==> config.mk <==
export PLATFORM = sky130hd
export DESIGN_NAME = regfile_2r1w
export DESIGN_NICKNAME = d
export VERILOG_FILES = /design/src/rtl/regfile_2r1w.sv
export SDC_FILE = /design/constraint.sdc
export NUM_CORES = 1
export LEC_CHECK = 0
export CAP_MARGIN = 20
export CELL_PAD_IN_SITES_DETAIL_PLACEMENT = 0
export CELL_PAD_IN_SITES_GLOBAL_PLACEMENT = 1
export CORE_ASPECT_RATIO = 2
export CORE_UTILIZATION = 40
export DETAILED_ROUTE_END_ITERATION = 10
export PLACE_DENSITY_LB_ADDON = 0.1
export SLEW_MARGIN = 10
export SYNTH_ARGS = -nofsm -noshare
export SYNTH_HDL_FRONTEND = slang
export SYNTH_SLANG_ARGS = --single-unit
==> constraint.sdc <==
create_clock -name clk -period 3.3 [get_ports clk]
set_input_delay 0.66 -clock clk [delete_from_list [all_inputs] [get_ports clk]]
set_output_delay 0.66 -clock clk [all_outputs]
set_load 0.01 [all_outputs]
==> src/rtl/regfile_2r1w.sv <==
// 16x32 register file: two combinational read ports, one synchronous write port addressed by address_a.
// Optional macro REGFILE_BYPASS_EN forwards write_data to matching read ports in the write cycle.
module regfile_2r1w #(
  parameter int unsigned DATA_WIDTH = 32,
  parameter int unsigned ADDR_WIDTH = 4,
  parameter int unsigned ZERO_REG0  = 0
) (
  input  logic                  clk,
  input  logic                  rst_n,
  input  logic [ADDR_WIDTH-1:0] address_a,
  input  logic [ADDR_WIDTH-1:0] address_b,
  input  logic                  write_enable,
  input  logic [DATA_WIDTH-1:0] write_data,
  output logic [DATA_WIDTH-1:0] data_a,
  output logic [DATA_WIDTH-1:0] data_b
);

  localparam int unsigned DEPTH = 2 ** ADDR_WIDTH;

  logic [DATA_WIDTH-1:0] regs_q [DEPTH];
  logic [DATA_WIDTH-1:0] regs_d [DEPTH];
  logic                  wr_allowed;

  // Register 0 is write-protected when hardwired to zero.
  assign wr_allowed = write_enable &&
                      !((ZERO_REG0 != 0) && (address_a == ADDR_WIDTH'(0)));

  always_comb begin
    regs_d = regs_q;
    if (wr_allowed) begin
      regs_d[address_a] = write_data;
    end
  end

  // Reset wins over a coincident write.
  always_ff @(posedge clk) begin
    if (!rst_n) begin
      for (int i = 0; i < int'(DEPTH); i++) begin
        regs_q[i] <= '0;
      end
    end else begin
      regs_q <= regs_d;
    end
  end

  always_comb begin
    data_a = regs_q[address_a];
    data_b = regs_q[address_b];
`ifdef REGFILE_BYPASS_EN
    if (write_enable && rst_n) begin
      data_a = write_data;
      if (address_b == address_a) begin
        data_b = write_data;
      end
    end
`endif
    if ((ZERO_REG0 != 0) && (address_a == ADDR_WIDTH'(0))) begin
      data_a = '0;
    end
    if ((ZERO_REG0 != 0) && (address_b == ADDR_WIDTH'(0))) begin
      data_b = '0;
    end
  end

endmodule

==> run metrics <==
status completed; post-synth top area cell dfxtp_1; type of the worst min-delay path flop to flop; cell area after synthesis 0.0283 mm2; clock sink count 512; Synth Area in Simple Gates 10.6%; RSZ-0062 raised after global routing yes; Synth Area in XOR/XNOR 0%; Worst-Skew Late Latency 610 ps; CP Capture Type output port; IO Pins 107; Final period util 98.8%; post-cts hold buffer count 0; Hold WS 486 ps; Netlist cell types 23; CTS tree built; GPL Wtd Cong 0.814; setup TNS 0 ps; critical path data arrival time 2600 ps; biggest regs regs_q x512; Lkg Pwr 10.8 nW; clock skew 0 ps; # Max-Cap Violations 0; CTS Buffer Depth 3; Starting Density 40.5%; row count 137; Synth Area in Compound Gates 26.0%; Vias 26300; max reg flops 512; Syn Nets 3004; mux share of post-synthesis cell area 20.4%; critical path type input pin to output port; Root Driver clkbuf_16; share of post-route cells with drive strength above 1 19.1%; cells taking the most area after synthesis dfxtp_1, mux4_2, a21boi_1, nand3_1, o21ai_0; Routed Antenna Nets 0; largest net degree at the start of global routing 111; Port-buffer cells 106; hpwl dp 67.7 mm; grt ovf 0; Pwr per Cell Area 433 mW/mm2; crit path launch type input pin; DRT iter0 DRCs 2696; Final setup viols 0; Total Routed Length 121 mm; Slew @ Worst Pin 804 ps; initial antenna violation count 7; core footprint 0.0699 mm2; main combinational cell family by area after synthesis compound AO/OA/AOI/OAI gates; Seq/Total Area, Yosys 36.2%; vias in the first global route 26300; P&R area growth vs syn 16.8%; min Tclk post-route 3260 ps; Num CTS Buffers 51; count of pins over their slew limit 0; drt pass-1 iters 5; adder-cell area share of the yosys netlist 0%; H-tree Lvls 2; first-pass GRT wire length 180 mm; Via density 6.90; f_max 307 MHz; YS warnings 0; Die ar. 0.0719 mm2; CP required 2640 ps; drt wl/cell 31.7 um; overall power consumption 14.3 mW; Biggest register regs_q; crit-path max FO 20; Synth Instances 2961; final net count 2915; Total Routing Usage GR 33.6%; Worst-path clk slew 60 ps; Die W 190 um; Final Hold Vio Count 0; most frequent cells in the layout nand3_1, o21ai_0, dfxtp_1; die height 378 um; post-synth top area share 36.2%; worst vdd ir 0.386 mV; #FFs+latches synth 512; syn_area_per_cell 9.56 um2; DRC Markers 0; Relative slew margins 46.2%
## layout make-up
type | instances | area, um2
sequential | 512 | 10200
timing repair buffer | 291 | 3680
clock inverter | 12 | 129
antenna | 1 | 2.50
tap | 903 | 1130
multi-input combinational | 2016 | 16300
clock buffer | 79 | 1530
fill | 6525 | 36900
## worst paths after layout
check                           depth (start not counted)                       end                      from  slack [ps]
worst min register to register                          2    regs_q[8]$_SDFFE_PN0P_    regs_q[8]$_SDFFE_PN0P_         490
worst min-delay path                                    2    regs_q[8]$_SDFFE_PN0P_    regs_q[8]$_SDFFE_PN0P_         490
worst max-delay path                                    6                 data_b[7]              address_b[0]          40
worst max register to register                          2  regs_q[488]$_SDFFE_PN0P_  regs_q[488]$_SDFFE_PN0P_        2550
## worst max-delay path, stage by stage
cell	delay, ps
clkbuf_16	230
buf_12	240
mux4_2	570
a22oi_1	260
nand2_1	100
clkdlybuf4s50_1	510
## metal layers
layer	wire length (um)	global-route usage, %	vias up	share of wire (%)
li1	-	-	11000	-
met1	47700	43.1	13700	39
met2	58700	55.1	1376	49
met3	8680	4.91	333	7.2
met4	5830	16.0	10	4.8
met5	67	0	-	0.055
## what timing repair did
action                                  4_1_cts  5_1_grt
pin swaps                                     0        0
setup buffers                                 0        4
endpoints found under the setup margin       31       18
cloned                                        0        1
resized for setup                            10       10
## through the flow
step	setup WS, ps	area [um2]	cells	util, %
floorplan	733	28300	2961	-
global placement	-191	31300	3717	44.7
detailed placement	-161	31300	3717	44.7
CTS	8.52	33000	3808	47.1
global route	-28.9	33100	3813	47.3
finish	38.0	33100	3814	47.3
## kinds of logic (layout without fill, tap and decap cells)
logic type / Yosys count / after routing
muxes: 256 / 256
DFF: 512 / 512
and+or+nand+nor: 608 / 608
buffers and inverters: 433 / 382
other: 0 / 1
AOI/OAI and AO/OA: 1152 / 1152
## report_power, final
part	total, mW	switching, mW	internal [mW]
Sequential	6.32	0.0586	6.26
Clock	6.05	2.71	3.34
Combinational	1.93	1.23	0.701
Total	14.3	4.00	10.3
## Yosys cell counts, drive strengths merged
library cell	n
and3b	4
and3	2
nand3b	4
and2	3
nor2b	6
or3b	2
dfxtp	512
clkbuf	267
or2	1
a21boi	512
nor3b	2
nand3	514
nand2	65
buf	166
mux4	256
a22oi	128
nand2b	2
nor2	3
o21ai	512
(Power assumes the default switching activity.)
